File: config.mk
export PLATFORM = sky130hd
export DESIGN_NAME = redmule_mx_dec_arbiter
export DESIGN_NICKNAME = d
export VERILOG_FILES = /design/src/rtl/redmule_mx_dec_arbiter.sv
export SDC_FILE = /design/constraint.sdc
export NUM_CORES = 1
export LEC_CHECK = 0
export CORE_AREA = 2 2 351 353
export DETAILED_ROUTE_END_ITERATION = 16
export DIE_AREA = 0 0 353 355
export HOLD_SLACK_MARGIN = 0.06
export PLACE_DENSITY = 0.31
export SLEW_MARGIN = 40
export SYNTH_ARGS = -nofsm -noshare
export SYNTH_HDL_FRONTEND = slang
export SYNTH_SLANG_ARGS = --single-unit
File: constraint.sdc
create_clock -name clk_i -period 2.9 [get_ports clk_i]
set_input_delay 0.29 -clock clk_i [delete_from_list [all_inputs] [get_ports clk_i]]
set_output_delay 0.29 -clock clk_i [all_outputs]
set_load 0.005 [all_outputs]
File: src/rtl/redmule_mx_dec_arbiter.sv
// -----------------------------------------------------------------------------
// redmule_mx_dec_arbiter
//
// Purpose
//   Shares one MX decoder between two operand requesters: channel 0 (X) and
//   channel 1 (W). A requester owns the decoder for one whole MX block. While
//   it owns it, its value word and shared exponent go to the decoder, and the
//   decoded element stream comes back to it. After the last element of the
//   block the grant is released and that channel's completed-block counter
//   advances.
//
// Ports
//   clk_i, rst_ni         clock, asynchronous active-low reset
//   clear_i               synchronous clear (FSM, counters, priority)
//   chN_val_*             value-block handshake from channel N (DATA_W bits)
//   chN_exp_*             shared-exponent handshake from channel N (8 bits)
//   chN_fp16_*            decoded-element handshake to channel N (BITW bits)
//   dec_val_*, dec_exp_*  block/exponent handshake towards the decoder
//   dec_fp16_*            decoded-element handshake from the decoder
//   grant_o               one-hot owner, 00 while idle
//   busy_o                high while a block is being issued or drained
//   chN_blk_cnt_o         blocks fully delivered to channel N (wraps)
//   state_o               FSM state, for debug and checkers
//
// Configuration
//   REDMULE_MX_ARB_FIXED_PRIO_EN  when defined, channel 0 always wins a tie
//                                 and no priority pointer exists. When
//                                 undefined, ties are resolved round-robin.
//
// Handshake rule (all ports): a transfer happens in a cycle where valid and
// ready are both high at the rising clock edge. Valid never depends on ready
// on the requester side; this block only passes valid/ready combinationally
// between the owner and the decoder and never creates a transfer itself.
// -----------------------------------------------------------------------------

module redmule_mx_dec_arbiter #(
    parameter int unsigned DATA_W = 256,
    parameter int unsigned BITW   = 16,
    parameter int unsigned CNT_W  = 16
) (
    input  logic              clk_i,
    input  logic              rst_ni,
    input  logic              clear_i,

    // Channel 0 (X)
    input  logic              ch0_val_valid_i,
    output logic              ch0_val_ready_o,
    input  logic [DATA_W-1:0] ch0_val_data_i,
    input  logic              ch0_exp_valid_i,
    output logic              ch0_exp_ready_o,
    input  logic [7:0]        ch0_exp_data_i,
    output logic              ch0_fp16_valid_o,
    input  logic              ch0_fp16_ready_i,
    output logic [BITW-1:0]   ch0_fp16_data_o,

    // Channel 1 (W)
    input  logic              ch1_val_valid_i,
    output logic              ch1_val_ready_o,
    input  logic [DATA_W-1:0] ch1_val_data_i,
    input  logic              ch1_exp_valid_i,
    output logic              ch1_exp_ready_o,
    input  logic [7:0]        ch1_exp_data_i,
    output logic              ch1_fp16_valid_o,
    input  logic              ch1_fp16_ready_i,
    output logic [BITW-1:0]   ch1_fp16_data_o,

    // Decoder side
    output logic              dec_val_valid_o,
    input  logic              dec_val_ready_i,
    output logic [DATA_W-1:0] dec_val_data_o,
    output logic              dec_exp_valid_o,
    input  logic              dec_exp_ready_i,
    output logic [7:0]        dec_exp_data_o,
    input  logic              dec_fp16_valid_i,
    output logic              dec_fp16_ready_o,
    input  logic [BITW-1:0]   dec_fp16_data_i,

    // Status
    output logic [1:0]        grant_o,
    output logic              busy_o,
    output logic [CNT_W-1:0]  ch0_blk_cnt_o,
    output logic [CNT_W-1:0]  ch1_blk_cnt_o,
    output logic [1:0]        state_o
);

    localparam int unsigned NUM_ELEMS = DATA_W / 8;
    localparam int unsigned ECNT_W    = (NUM_ELEMS > 1) ? $clog2(NUM_ELEMS) : 1;
    localparam logic [ECNT_W-1:0] LAST_ELEM = ECNT_W'(NUM_ELEMS - 1);

    localparam logic [1:0] ST_IDLE  = 2'd0;
    localparam logic [1:0] ST_ISSUE = 2'd1;
    localparam logic [1:0] ST_DRAIN = 2'd2;

    // -------------------------------------------------------------------------
    // State
    // -------------------------------------------------------------------------
    logic [1:0]        state_q, state_d;
    logic [1:0]        grant_q, grant_d;
    logic [ECNT_W-1:0] elem_cnt_q, elem_cnt_d;
    logic [CNT_W-1:0]  blk0_cnt_q, blk0_cnt_d;
    logic [CNT_W-1:0]  blk1_cnt_q, blk1_cnt_d;
`ifndef REDMULE_MX_ARB_FIXED_PRIO_EN
    // 0: channel 0 wins a tie, 1: channel 1 wins a tie.
    logic              prio_q, prio_d;
`endif

    logic in_issue;
    logic in_drain;

    assign in_issue = (state_q == ST_ISSUE);
    assign in_drain = (state_q == ST_DRAIN);

    // -------------------------------------------------------------------------
    // Requests and arbitration
    // -------------------------------------------------------------------------
    // Both halves of the block must be offered before a channel competes.
    logic       req0;
    logic       req1;
    logic [1:0] winner;

    assign req0 = ch0_val_valid_i & ch0_exp_valid_i;
    assign req1 = ch1_val_valid_i & ch1_exp_valid_i;

    always_comb begin
        winner = 2'b00;
        if (req0 && req1) begin
`ifdef REDMULE_MX_ARB_FIXED_PRIO_EN
            winner = 2'b01;
`else
            winner = prio_q ? 2'b10 : 2'b01;
`endif
        end else if (req0) begin
            winner = 2'b01;
        end else if (req1) begin
            winner = 2'b10;
        end
    end

    // -------------------------------------------------------------------------
    // Owner selection. grant_q is one-hot outside IDLE, so bit 1 picks the
    // channel; in IDLE every consumer of these muxes is gated off anyway.
    // -------------------------------------------------------------------------
    logic              sel_ch1;
    logic              own_val_valid;
    logic [DATA_W-1:0] own_val_data;
    logic              own_exp_valid;
    logic [7:0]        own_exp_data;
    logic              own_fp16_ready;

    assign sel_ch1        = grant_q[1];
    assign own_val_valid  = sel_ch1 ? ch1_val_valid_i  : ch0_val_valid_i;
    assign own_val_data   = sel_ch1 ? ch1_val_data_i   : ch0_val_data_i;
    assign own_exp_valid  = sel_ch1 ? ch1_exp_valid_i  : ch0_exp_valid_i;
    assign own_exp_data   = sel_ch1 ? ch1_exp_data_i   : ch0_exp_data_i;
    assign own_fp16_ready = sel_ch1 ? ch1_fp16_ready_i : ch0_fp16_ready_i;

    // -------------------------------------------------------------------------
    // Decoder-facing outputs
    // -------------------------------------------------------------------------
    assign dec_val_valid_o  = in_issue & own_val_valid;
    assign dec_val_data_o   = in_issue ? own_val_data : '0;
    assign dec_exp_valid_o  = in_issue & own_exp_valid;
    assign dec_exp_data_o   = in_issue ? own_exp_data : '0;
    assign dec_fp16_ready_o = in_drain & own_fp16_ready;

    // -------------------------------------------------------------------------
    // Channel-facing outputs: everything towards a non-owner is held at 0.
    // -------------------------------------------------------------------------
    assign ch0_val_ready_o  = in_issue & grant_q[0] & dec_val_ready_i;
    assign ch0_exp_ready_o  = in_issue & grant_q[0] & dec_exp_ready_i;
    assign ch0_fp16_valid_o = in_drain & grant_q[0] & dec_fp16_valid_i;
    assign ch0_fp16_data_o  = (in_drain & grant_q[0]) ? dec_fp16_data_i : '0;

    assign ch1_val_ready_o  = in_issue & grant_q[1] & dec_val_ready_i;
    assign ch1_exp_ready_o  = in_issue & grant_q[1] & dec_exp_ready_i;
    assign ch1_fp16_valid_o = in_drain & grant_q[1] & dec_fp16_valid_i;
    assign ch1_fp16_data_o  = (in_drain & grant_q[1]) ? dec_fp16_data_i : '0;

    // -------------------------------------------------------------------------
    // Events
    // -------------------------------------------------------------------------
    logic blk_hs;     // value and exponent accepted together by the decoder
    logic elem_beat;  // one decoded element handed to the owner
    logic last_beat;  // final element of the current block

    assign blk_hs    = dec_val_valid_o & dec_val_ready_i &
                       dec_exp_valid_o & dec_exp_ready_i;
    assign elem_beat = in_drain & dec_fp16_valid_i & dec_fp16_ready_o;
    assign last_beat = elem_beat & (elem_cnt_q == LAST_ELEM);

    // -------------------------------------------------------------------------
    // Next-state logic
    // -------------------------------------------------------------------------
    always_comb begin
        state_d    = state_q;
        grant_d    = grant_q;
        elem_cnt_d = elem_cnt_q;
        blk0_cnt_d = blk0_cnt_q;
        blk1_cnt_d = blk1_cnt_q;
`ifndef REDMULE_MX_ARB_FIXED_PRIO_EN
        prio_d     = prio_q;
`endif

        case (state_q)
            ST_IDLE: begin
                if (winner != 2'b00) begin
                    grant_d = winner;
                    state_d = ST_ISSUE;
                end
            end

            // A requester that drops its valids here is misbehaving; the
            // grant is kept so the block cannot be half-issued to another.
            ST_ISSUE: begin
                if (blk_hs) begin
                    elem_cnt_d = '0;
                    state_d    = ST_DRAIN;
                end
            end

            ST_DRAIN: begin
                if (elem_beat) begin
                    elem_cnt_d = elem_cnt_q + ECNT_W'(1);
                end
                if (last_beat) begin
                    elem_cnt_d = '0;
                    grant_d    = 2'b00;
                    state_d    = ST_IDLE;
                    if (grant_q[1]) begin
                        blk1_cnt_d = blk1_cnt_q + CNT_W'(1);
                    end else begin
                        blk0_cnt_d = blk0_cnt_q + CNT_W'(1);
                    end
`ifndef REDMULE_MX_ARB_FIXED_PRIO_EN
                    // Point away from the channel just served.
                    prio_d = grant_q[0];
`endif
                end
            end

            default: begin
                state_d    = ST_IDLE;
                grant_d    = 2'b00;
                elem_cnt_d = '0;
            end
        endcase
    end

    // -------------------------------------------------------------------------
    // Registers. clear_i wins over every other update, even mid-block; the
    // decoder is expected to be reset alongside, so no drain is attempted.
    // -------------------------------------------------------------------------
    always_ff @(posedge clk_i or negedge rst_ni) begin
        if (!rst_ni) begin
            state_q    <= ST_IDLE;
            grant_q    <= 2'b00;
            elem_cnt_q <= '0;
            blk0_cnt_q <= '0;
            blk1_cnt_q <= '0;
        end else if (clear_i) begin
            state_q    <= ST_IDLE;
            grant_q    <= 2'b00;
            elem_cnt_q <= '0;
            blk0_cnt_q <= '0;
            blk1_cnt_q <= '0;
        end else begin
            state_q    <= state_d;
            grant_q    <= grant_d;
            elem_cnt_q <= elem_cnt_d;
            blk0_cnt_q <= blk0_cnt_d;
            blk1_cnt_q <= blk1_cnt_d;
        end
    end

`ifndef REDMULE_MX_ARB_FIXED_PRIO_EN
    always_ff @(posedge clk_i or negedge rst_ni) begin
        if (!rst_ni) begin
            prio_q <= 1'b0;
        end else if (clear_i) begin
            prio_q <= 1'b0;
        end else begin
            prio_q <= prio_d;
        end
    end
`endif

    // -------------------------------------------------------------------------
    // Status
    // -------------------------------------------------------------------------
    assign grant_o       = grant_q;
    assign busy_o        = (state_q != ST_IDLE);
    assign ch0_blk_cnt_o = blk0_cnt_q;
    assign ch1_blk_cnt_o = blk1_cnt_q;
    assign state_o       = state_q;

endmodule

Word level (Yosys, flattened, before mapping) --
Cells that the tools add are included.
Operators by class: $lt $le $gt $ge 0, div/mod/pow operators 0, shift-type cells 0, muxes and demuxes 37, eq/ne operators 10, multipliers 0, add/sub/neg operators 3, bitwise logic cells 21, reduce and logical (&&, ||, !) cells 13
Operator list (number):
- 256-bit two-way mux | 2
- 16-bit two-way mux | 10
- 16-bit by 1-bit adder with 16-bit output (second input constant) | 2
- 1-bit bitwise AND | 21
- 2-bit two-way mux | 10
- 5-bit two-way mux | 4
- 8-bit two-way mux | 2
- 5-bit case mux with 3 select lines | 1
- 3-bit AND reduction | 5
- 2-bit case mux with 3 select lines | 2
- 2-bit nonzero test | 5
- 1-bit two-way mux | 6
- 2-bit != test (second input constant) | 3
- 3-bit by 2-bit != test with 1-bit output (second input constant) | 2
- 5-bit by 1-bit adder with 5-bit output (second input constant) | 1
- 5-bit equality test (second input constant) | 1
- 4-bit by 2-bit != test with 1-bit output (second input constant) | 1
- 3-bit != test (second input constant) | 1
- 2-bit by 1-bit equality test with 1-bit output (second input constant) | 1
- 2-bit equality test (second input constant) | 1
- 2-bit zero test | 1
- 2-bit AND reduction | 1
- 1-bit logical AND | 1
Storage, ports and cells: bits of input ports 556, memory bits (writable) 0, latch bits 0, register bits 42, output and inout port bits 342, memories kept 0, memory bits (read-only) 0

Depth between registers and ports, before layout --
Gate-level depths: netlist of run 1.
word-level depth 8, depth in mapped cells 8, gate-level depth less buffers 7

Least setup slack after synthesis of run 1 --
OpenSTA, ideal clock, no wires.
path kind register to register, start register elem_cnt_q[0], end register blk1_cnt_q[13] (netlist: ch1_blk_cnt_o[13]), required time 2822 ps, period minus slack after synthesis 2233 ps, setup time 78 ps, data arrival time 2155 ps, path buffers 1, cell stages (with the launch flop) 9, slack 667 ps, cells stage by stage dfrtp_1 -> ha_1 -> and3_1 -> ha_1 -> nand4b_1 -> or4_4 -> buf_6 -> or4_1 -> a21oi_1
Between the ends: cells in the longest elaborated chain, start to end 4
Ends and longest elaborated chain:
- from (decl) | RTL line 99 | logic [ECNT_W-1:0] elem_cnt_q, elem_cnt_d;
- from (signal assigned) | RTL line 269 | elem_cnt_q <= elem_cnt_d;
- 5-bit equality test | RTL line 189 | assign last_beat = elem_beat & (elem_cnt_q == LAST_ELEM);
- 1-bit bitwise AND | RTL line 189
- 2-bit nonzero test (no line)
- 3-bit AND reduction (no line)
- to (signal assigned) | RTL line 271 | blk1_cnt_q <= blk1_cnt_d;
- to (decl) | RTL line 101 | logic [CNT_W-1:0] blk1_cnt_q, blk1_cnt_d;
No other way between the ends. A chain may end at the register's enable or synchronous reset.

Final worst setup path of run 1 --
start register grant_q[1] (netlist: grant_o[1]), end output dec_val_data_o[99]
Between the ends: cells in the longest elaborated chain, start to end 2
Ends and longest elaborated chain:
- from (decl) | RTL line 98 | logic [1:0] grant_q, grant_d;
- from (signal assigned) | RTL line 268 | grant_q <= grant_d;
- 256-bit two-way mux | RTL line 152 | assign own_val_data = sel_ch1 ? ch1_val_data_i : ch0_val_data_i;
- 256-bit two-way mux | RTL line 161 | assign dec_val_data_o = in_issue ? own_val_data : '0;
- to (decl) | RTL line 70 | output logic [DATA_W-1:0] dec_val_data_o,
No other way between the ends.

==> results of run 1 <==
==> power by group <==
part           internal (uW)  leakage (uW)  switching [uW]
clock network            391     0.0000832             250
registers                590      0.000583            9.69
logic                   1420       0.00537             998
total                   2400       0.00604            1260
==> cells by family after synthesis <==
kind of cell    synth area share [%]
mux                            42.46
fa+ha+maj                     0.7699
simple gates                   28.75
compound gates                 4.446
buf+inv                        5.658
xor+xnor                       1.751
flops                          16.17
==> through the flow <==
step	worst slack, ps	hold WS, ps
floorplan	666.8	-5.591
global placement	201.6	429.7
detailed placement	214.2	438.7
CTS	46.70	127.2
global route	43.28	547.0
finish	-1.948	513.9
==> how the worst min path moves through the flow <==
stage | startpoint | endpoint | slack [ps] | depth (start not counted)
floorplan | rst_ni | ch0_blk_cnt_o[0]$_DFFE_PN0P_ | -6 | 0
global placement | rst_ni | state_o[1]$_DFFE_PN0P_ | 430 | 1
detailed placement | rst_ni | state_o[0]$_DFFE_PN0P_ | 440 | 1
CTS | rst_ni | state_o[0]$_DFFE_PN0P_ | 130 | 1
global route | rst_ni | state_o[0]$_DFFE_PN0P_ | 550 | 2
finish | rst_ni | state_o[0]$_DFFE_PN0P_ | 510 | 2
==> critical path, delay by kind of cell (launching register included) <==
kind                   cells  cell delay [ps]
flip-flops                 1              440
AND/OR/NAND/NOR            1               40
multiplexers               1              620
buffers and inverters      4             1160
==> flip-flops by register name (all words and copies together) (netlist names) <==
signal and cells:
ch0_blk_cnt_o 16, grant_o 2, elem_cnt_q 5, ch1_blk_cnt_o 16, state_o 2, prio_q 1
==> cell usage after synthesis (2+ instances only) <==
cell / number / share of area (%)
buf_1: 23 / 1.3
and3_1: 39 / 3.8
o2bb2ai_1: 2 / 0.27
or3_1: 6 / 0.58
nand2_1: 18 / 1.0
a21oi_1: 16 / 1.2
o31ai_1: 9 / 1.0
dfrtp_1: 42 / 16
nand4b_1: 2 / 0.27
nand2b_1: 2 / 0.19
buf_2: 6 / 0.46
nand4_1: 6 / 0.58
mux2i_1: 269 / 41
xnor2_1: 8 / 1.1
nor2_1: 293 / 17
ha_1: 4 / 0.77
nor3b_1: 5 / 0.58
and4_1: 3 / 0.40
clkbuf_1: 49 / 2.8
buf_6: 2 / 0.35
o21ai_1: 2 / 0.15
xor2_1: 5 / 0.67
nor3_1: 2 / 0.15
or4_1: 9 / 1.0
o21ai_0: 7 / 0.54
buf_4: 2 / 0.23
nand3_1: 13 / 1.0
mux2_2: 6 / 1.0
nor2b_1: 7 / 0.67
nor4_1: 9 / 0.87
inv_1: 8 / 0.46
==> area by class of cell <==
cell class	instances	area [um2]
diodes	1	2.502
clock buffers	8	166.4
fillers	13910	103500
inverters	8	30.03
multi-input cells	757	5096
flip-flops and latches	42	1055
well taps	1625	2033
repair buffers	949	9507
==> repair_timing <==
| item | CTS | global route |
|---|---|---|
| hold endpoints to repair | 0 | 30 |
| endpoints found under the setup margin | 1 | 0 |
| hold buffers | 0 | 1 |
| resized for setup | 1 | 0 |
==> per-layer routing <==
metal / GRT usage (%) / share of wire, % / up-vias
li1: - / - / 4833
met1: 12.66 / 37 / 4821
met2: 20.26 / 48 / 532
met3: 6.303 / 12 / 113
met4: 2.051 / 1.9 / 70
met5: 0 / 0.59 / -
==> flow_summary.json, run 1 <==
{
  "drc": 0,
  "rr_worst_depth": 7,
  "startpoint": "grant_o[1]$_DFFE_PN0P_",
  "fin_crit_ps": 2902,
  "grt.overflow.total": 0,
  "core_area_um2": 121400,
  "post-route-period-util_pct": 100.1,
  "fin_skew_ps": 8.466,
  "insertion_delay_ps": 300,
  "cap_violations": 0,
  "synthesis.area_um2": 6501,
  "grt_first_pass_wirelength_um": 100100,
  "rr_endpoint": "ch1_blk_cnt_o[15]$_DFFE_PN0P_",
  "cp-start-kind": "register",
  "utilization_pct": 14.74,
  "rsz0062_at_grt": "false",
  "dr.first_iter.drc_count": 510,
  "cts_tree": "built",
  "dpl.hpwl_um": 71020,
  "drv_slew": 0,
  "dieWidth_um": 353,
  "tns_ps": -1.948,
  "routed_via_density": 3.059,
  "tightest_slew_ps": 698.7,
  "violations": "setup timing",
  "yosysSeqAreaShare_pct": 16.17,
  "endpoint": "dec_val_data_o[99]",
  "rows": 128,
  "placed_area_um2": 17700,
  "peakVddDrop_mv": 0.1999,
  "io_buffers": 897,
  "clk_pin_slew_ps": 70,
  "synthArstFlopShare_pct": 100.0,
  "synth_edf_count": 0,
  "post_cts_buffers": 0,
  "max_slew_margin_pct": 52.09,
  "layout.nets": 2323,
  "place.gp.congestion": 0.9096,
  "ys_ff_latch": 42,
  "power_density_nw_per_um2": 204.6,
  "synth_ff_type": "dfrtp_1",
  "grt_pass1_vias": 10640,
  "ant_nets": 0,
  "routed_wl_um": 78260,
  "htreeDepth": 2,
  "ios": 898,
  "postLayoutCellArea_um2": 17890,
  "crit_path_end_kind": "output port",
  "critical_path.cell_chain": "buf_12, buf_4, mux2i_1, buf_4, nor2_1, clkdlybuf4s50_1",
  "outcome": "complete, but fails checks",
  "start_util_pct": 5.355,
  "finalSetupViolations": 1,
  "crit_type": "reg -> out",
  "final_cell_mix": "clkdlybuf4s50_1, nor2_1, mux2i_1",
  "slowest_stage": "mux2i_1",
  "cts-root-buf": "clkbuf_16",
  "r2r_slack_ps": 260,
  "final_cell_count_no_fill": 3390,
  "finalHoldViolations": 0,
  "grt.total_usage_pct": 11.69,
  "worst_ep_required_time_ps": 2610,
  "reg2reg_from": "elem_cnt_q[0]$_DFFE_PN0P_",
  "crit_arrival_ps": 2610,
  "numCtsBuffers": 5,
  "fmax_ghz": 0.3446,
  "yosys_warnings": 0,
  "wl_per_cell_um": 23.09,
  "slowest_delay_ps": 620,
  "power_uw": 3660,
  "synth_cells": 889,
  "cellLeakagePower_uw": 0.006038,
  "antenna_found_initial": 49,
  "clk_path_buf_depth": 2,
  "drive_gt1_share_pct": 4.819,
  "dieArea_um2": 125300,
  "setup_ws_ps": -1.948,
  "crit_top_cell": "buf_4",
  "yosysUniqueCellTypes": 46,
  "hold_class": "in -> async",
  "routed-via-count": 10370,
  "syn2layout_area_growth_pct": 175.2,
  "dp_cells": 3380,
  "clock-sinks": 42,
  "die_y_um": 355,
  "avgSynthCellArea_um2": 7.313,
  "critPathMaxFanout": 14,
  "grt_max_degree": 78,
  "syn_nets": 1449,
  "layout_commonest_cell": "clkdlybuf4s50_1",
  "dr.pass1.iters": 5
}
(Power assumes the default switching activity.)
==> run 2: changes to the inputs <==
- ABC_CLOCK_PERIOD_IN_PS: default -> 2900
- CTS_BUF_LIST: default -> sky130_fd_sc_hd__clkbuf_8
- TNS_END_PERCENT: default -> 50
==> run 2 against run 1 <==
  * The flow still finishes with violations (setup timing)
  * Count of clock-buffer cells in the layout did not move
  * Combinational power hardly changed
  * Die area did not move
  * Non-clock buffer count is the same
  * Sequential share of layout area about the same
  * Worst setup slack worse by 25 ps
  * Highest routed layer unchanged
  * Critical endpoint unchanged
  * Maximum frequency down 0.84%
  * Clock skew up 8.4 ps
==> flow_summary.json, run 2 (synthesis results as in run 1) <==
{
  "grt.total_usage_pct": 11.69,
  "clock-sinks": 42,
  "drc": 0,
  "peakVddDrop_mv": 0.1140,
  "violations": "setup timing",
  "routed-via-count": 10330,
  "endpoint": "dec_val_data_o[99]",
  "rr_endpoint": "ch1_blk_cnt_o[15]$_DFFE_PN0P_",
  "post-route-period-util_pct": 100.9,
  "rr_worst_depth": 7,
  "start_util_pct": 5.355,
  "layout_commonest_cell": "clkdlybuf4s50_1",
  "utilization_pct": 14.69,
  "routed_via_density": 3.048,
  "power_uw": 3490,
  "critPathMaxFanout": 14,
  "place.gp.congestion": 0.9096,
  "crit_arrival_ps": 2640,
  "rsz0062_at_grt": "false",
  "rows": 128,
  "grt_first_pass_wirelength_um": 100100,
  "drive_gt1_share_pct": 4.819,
  "setup_ws_ps": -26.62,
  "final_cell_mix": "clkdlybuf4s50_1, nor2_1, mux2i_1",
  "cp-start-kind": "register",
  "finalHoldViolations": 0,
  "grt_max_degree": 78,
  "fin_crit_ps": 2927,
  "wl_per_cell_um": 23.08,
  "layout.nets": 2323,
  "routed_wl_um": 78230,
  "post_cts_buffers": 0,
  "dp_cells": 3380,
  "crit_path_end_kind": "output port",
  "fmax_ghz": 0.3417,
  "numCtsBuffers": 5,
  "postLayoutCellArea_um2": 17830,
  "ios": 898,
  "cts-root-buf": "clkbuf_8",
  "grt_pass1_vias": 10640,
  "seq_area_um2": 1055,
  "antenna_found_initial": 49,
  "dr.pass1.iters": 5,
  "dpl.hpwl_um": 71020,
  "hold_class": "in -> async",
  "core_area_um2": 121400,
  "tightest_slew_ps": 698.7,
  "r2r_slack_ps": 230,
  "cts_tree": "built",
  "fin_skew_ps": 16.85,
  "ant_nets": 0,
  "insertion_delay_ps": 320,
  "die_y_um": 355,
  "fillCellCount": 13910,
  "grt.overflow.total": 0,
  "crit_type": "reg -> out",
  "max_slew_margin_pct": 52.09,
  "cap_violations": 0,
  "dr.first_iter.drc_count": 515,
  "clk_pin_slew_ps": 100,
  "placed_area_um2": 17700,
  "htreeDepth": 2,
  "drv_slew": 0,
  "finalSetupViolations": 1,
  "power_density_nw_per_um2": 195.7,
  "reg2reg_from": "elem_cnt_q[0]$_DFFE_PN0P_",
  "dieWidth_um": 353,
  "startpoint": "grant_o[1]$_DFFE_PN0P_",
  "multi_input_area_um2": 5096,
  "dieArea_um2": 125300,
  "io_buffers": 897,
  "cellLeakagePower_uw": 0.006012,
  "syn2layout_area_growth_pct": 174.3,
  "outcome": "complete, but fails checks",
  "clk_path_buf_depth": 2,
  "worst_ep_required_time_ps": 2610,
  "final_cell_count_no_fill": 3390
}
run 2: cell types whose count changed in the layout (fill, tap and decap cells not counted):
| cell | change |
|---|---|
| clkbuf_8 | +5 |
| clkbuf_16 | -5 |
run 2: critical path, stage by stage (launching register included):
cell and delay [ps]:
dfrtp_4 460, buf_12 200, buf_4 250, mux2i_1 610
buf_4 230, nor2_1 40, clkdlybuf4s50_1 480
run 2: report_power, final:
part	switching (uW)	total, uW	internal (uW)
Sequential	9.78	599	589
Combinational	999	2420	1420
Clock	229	470	241
Total	1240	3490	2250
run 2: worst min path at each step:
stage          startpoint  slack [ps]                            to  depth (start not counted)
3_5_place_dp       rst_ni         440        state_o[0]$_DFFE_PN0P_                          1
2_1_floorplan      rst_ni          -6  ch0_blk_cnt_o[0]$_DFFE_PN0P_                          0
4_1_cts            rst_ni          90        state_o[0]$_DFFE_PN0P_                          1
6_report           rst_ni         480        state_o[0]$_DFFE_PN0P_                          2
3_3_place_gp       rst_ni         430        state_o[1]$_DFFE_PN0P_                          1
5_1_grt            rst_ni         510        state_o[0]$_DFFE_PN0P_                          2
run 2: layout make-up:
| type | instances | area share (%) |
|---|---|---|
| sequential | 42 | 5.915 |
| tap | 1625 | 11.40 |
| multi-input combinational | 757 | 28.58 |
| clock buffer | 8 | 0.6174 |
| inverter | 8 | 0.1684 |
| timing repair buffer | 949 | 53.31 |
| antenna | 1 | 0.01403 |
run 2: what timing repair did:
action / 4_1_cts / 5_1_grt
gates resized for setup: 1 / 0
setup endpoints to repair: 1 / 0
hold endpoints to repair: 0 / 30
hold buffers: 0 / 1
run 2: routing by layer:
metal  vias to the layer above  global-route usage, %  part of all wire, %  routed length [um]
li1                       4828                      -                    -                   -
met2                       534                  20.26                   48               37460
met4                        70                  2.077                  1.9                1492
met5                         -                      0                 0.59                 461
met1                      4795                  12.65                   37               29160
met3                       107                  6.323                   12                9643
run 2: metrics by stage:
stage                     hold slack [ps]  setup TNS, ps  worst slack [ps]
after floorplan                    -5.591              0             666.8
after detailed placement            438.7              0             214.2
after global routing                508.2              0             7.388
final                               484.9         -26.62            -26.62
after CTS                           90.47              0             7.307
after global placement              429.7              0             201.6
==> run 3: changes to the inputs <==
==> constraint.sdc (replaced) <==
create_clock -name clk_i -period 2.9 [get_ports clk_i]
set_input_delay 0.58 -clock clk_i [delete_from_list [all_inputs] [get_ports clk_i]]
set_output_delay 0.58 -clock clk_i [all_outputs]
set_load 0.005 [all_outputs]
==> run 3 against run 2 <==
  * The flow still finishes with violations (setup timing)
  * Cell count is 0.91% higher
  * Highest routed layer unchanged
  * First-iteration DRC count is 25% lower
  * Sequential share of layout area is 0.22 points lower
  * Routed wire length is 2.3% higher
  * Global-route usage is 0.33 points higher
  * Critical path type unchanged
  * Largest power group unchanged
  * Critical endpoint is now dec_val_data_o[98]
==> flow_summary.json, run 3 (synthesis results as in run 1) <==
{
  "cellLeakagePower_uw": 0.006795,
  "place.gp.congestion": 0.9230,
  "critical_path.cell_chain": "buf_12, buf_4, mux2i_1, nor2_1, clkdlybuf4s50_1",
  "tightest_slew_ps": 458.8,
  "grt_pass1_vias": 10690,
  "layout.nets": 2353,
  "fin_skew_ps": 11.92,
  "place_ws_ps": -205.7,
  "start_util_pct": 5.355,
  "hold_buffers": 0,
  "dpl.hpwl_um": 72590,
  "switching_share_pct": 34.93,
  "critPathMaxFanout": 15,
  "cp-start-kind": "register",
  "finalHoldViolations": 0,
  "clock-sinks": 42,
  "grt.total_usage_pct": 12.02,
  "antenna_found_initial": 51,
  "dr.first_iter.drc_count": 387,
  "drc": 0,
  "finalSetupViolations": 1,
  "syn2layout_area_growth_pct": 184.7,
  "seq_power_share_pct": 16.6,
  "tns_ps": -28.13,
  "peakVddDrop_mv": 0.1895,
  "wl_per_cell_um": 23.40,
  "violations": "setup timing",
  "grt_max_degree": 62,
  "grt.overflow.total": 0,
  "rsz0062_at_grt": "true",
  "outcome": "complete, but fails checks",
  "drive_gt1_share_pct": 8.361,
  "clk_pin_slew_ps": 100,
  "fmax_ghz": 0.3415,
  "fillCellCount": 13970,
  "layout_commonest_cell": "clkdlybuf4s50_1",
  "routed-via-count": 10410,
  "die_y_um": 355,
  "dieArea_um2": 125300,
  "ant_nets": 0,
  "core_area_um2": 121400,
  "power_density_nw_per_um2": 195.0,
  "drv_slew": 0,
  "dr.pass1.iters": 5,
  "insertion_delay_ps": 310,
  "post-route-period-util_pct": 101.0,
  "slowest_delay_ps": 590,
  "clk_path_buf_depth": 2,
  "htreeDepth": 2,
  "numCtsBuffers": 5,
  "dieWidth_um": 353,
  "io_buffers": 897,
  "slowest_stage": "clkdlybuf4s50_1",
  "setup_ws_ps": -28.13,
  "critPathTopFamily": "buffers and inverters",
  "seq_area_um2": 1055,
  "p_int_uw": 2349,
  "routed_via_density": 3.043,
  "clkPwrFrac_pct": 14.1,
  "p_comb_share_pct": 69.4,
  "final_cell_mix": "clkdlybuf4s50_1, nor2_1, mux2i_1",
  "power_switching_uw": 1261,
  "grt_first_pass_wirelength_um": 102400,
  "multi_input_area_um2": 5329,
  "max_slew_margin_pct": 68.81,
  "ios": 898,
  "hold_class": "in -> async",
  "cap_violations": 0,
  "crit_path_end_kind": "output port",
  "cts_tree": "built",
  "rows": 128,
  "crit_type": "reg -> out",
  "worst_ep_required_time_ps": 2320,
  "fin_crit_ps": 2928,
  "cts-root-buf": "clkbuf_8",
  "path_buf_inv": 3,
  "routed_wl_um": 80060,
  "crit_arrival_ps": 2350
}
[run 3: worst reg2reg max path: cells and delay by family (launching register included)]
kind                     cells  cell delay (ps)
buffers and inverters        1              180
adder cells (fa/ha/maj)      2              400
AO/OA/AOI/OAI                1              160
AND/OR/NAND/NOR              4             1370
flip-flops                   1              400
[run 3: per-layer routing]
metal,global-route usage [%],routed length (um)
met1,13.47,30890
met2,21.03,38730
met3,5.959,8820
met4,1.336,1154
met5,0,468
[run 3: power groups by stage]
| stage | clock network (uW) | logic, uW | registers (uW) |
|---|---|---|---|
| after floorplan | 0 | 641 | 602 |
| after global placement | 0 | 2480 | 613 |
| after detailed placement | 0 | 2480 | 613 |
| after CTS | 531 | 2560 | 599 |
| after global routing | 554 | 2660 | 599 |
| final | 508 | 2500 | 598 |
[run 3: area by class of cell]
class / count / share of cell area, %
repair buffers: 979 / 53.71
multi-input cells: 757 / 28.79
well taps: 1625 / 10.98
flip-flops and latches: 42 / 5.698
clock buffers: 6 / 0.4461
clock inverters: 2 / 0.1825
inverters: 8 / 0.1622
diodes: 2 / 0.02704
[run 3: final timing paths]
kind                                                 from                            end  slack (ps)  cells past startpoint
worst min-delay path                               rst_ni         grant_o[1]$_DFFE_PN0P_         160                      1
worst max register to register  elem_cnt_q[0]$_DFFE_PN0P_  ch1_blk_cnt_o[15]$_DFFE_PN0P_         330                      8
worst max-delay path               grant_o[1]$_DFFE_PN0P_             dec_val_data_o[98]         -30                      5
worst min register to register  elem_cnt_q[4]$_DFFE_PN0P_      elem_cnt_q[4]$_DFFE_PN0P_         530                      1
min in group clk_i              elem_cnt_q[4]$_DFFE_PN0P_      elem_cnt_q[4]$_DFFE_PN0P_         530                      1
max in group asynchronous                          rst_ni   ch1_blk_cnt_o[4]$_DFFE_PN0P_        1940                      2
[run 3: repair_timing]
item	CTS	global route
setup endpoints to repair	145	62
pin swaps	1	0
cloned	4	0
gates resized for setup	62	48
buffers inserted	6	0
[run 3: through the flow]
step                instance area, um2  instances  power (uW)  hold slack [ps]  util (%)
floorplan                         6501        889        1243            284.4         -
CTS                              18350       3419        3686            166.8     15.11
global placement                 17870       3401        3091            500.4     14.72
global route                     18510       3419        3813            175.1     15.24
detailed placement               17870       3401        3091            519.1     14.72
finish                           18510       3421        3610            162.1     15.25
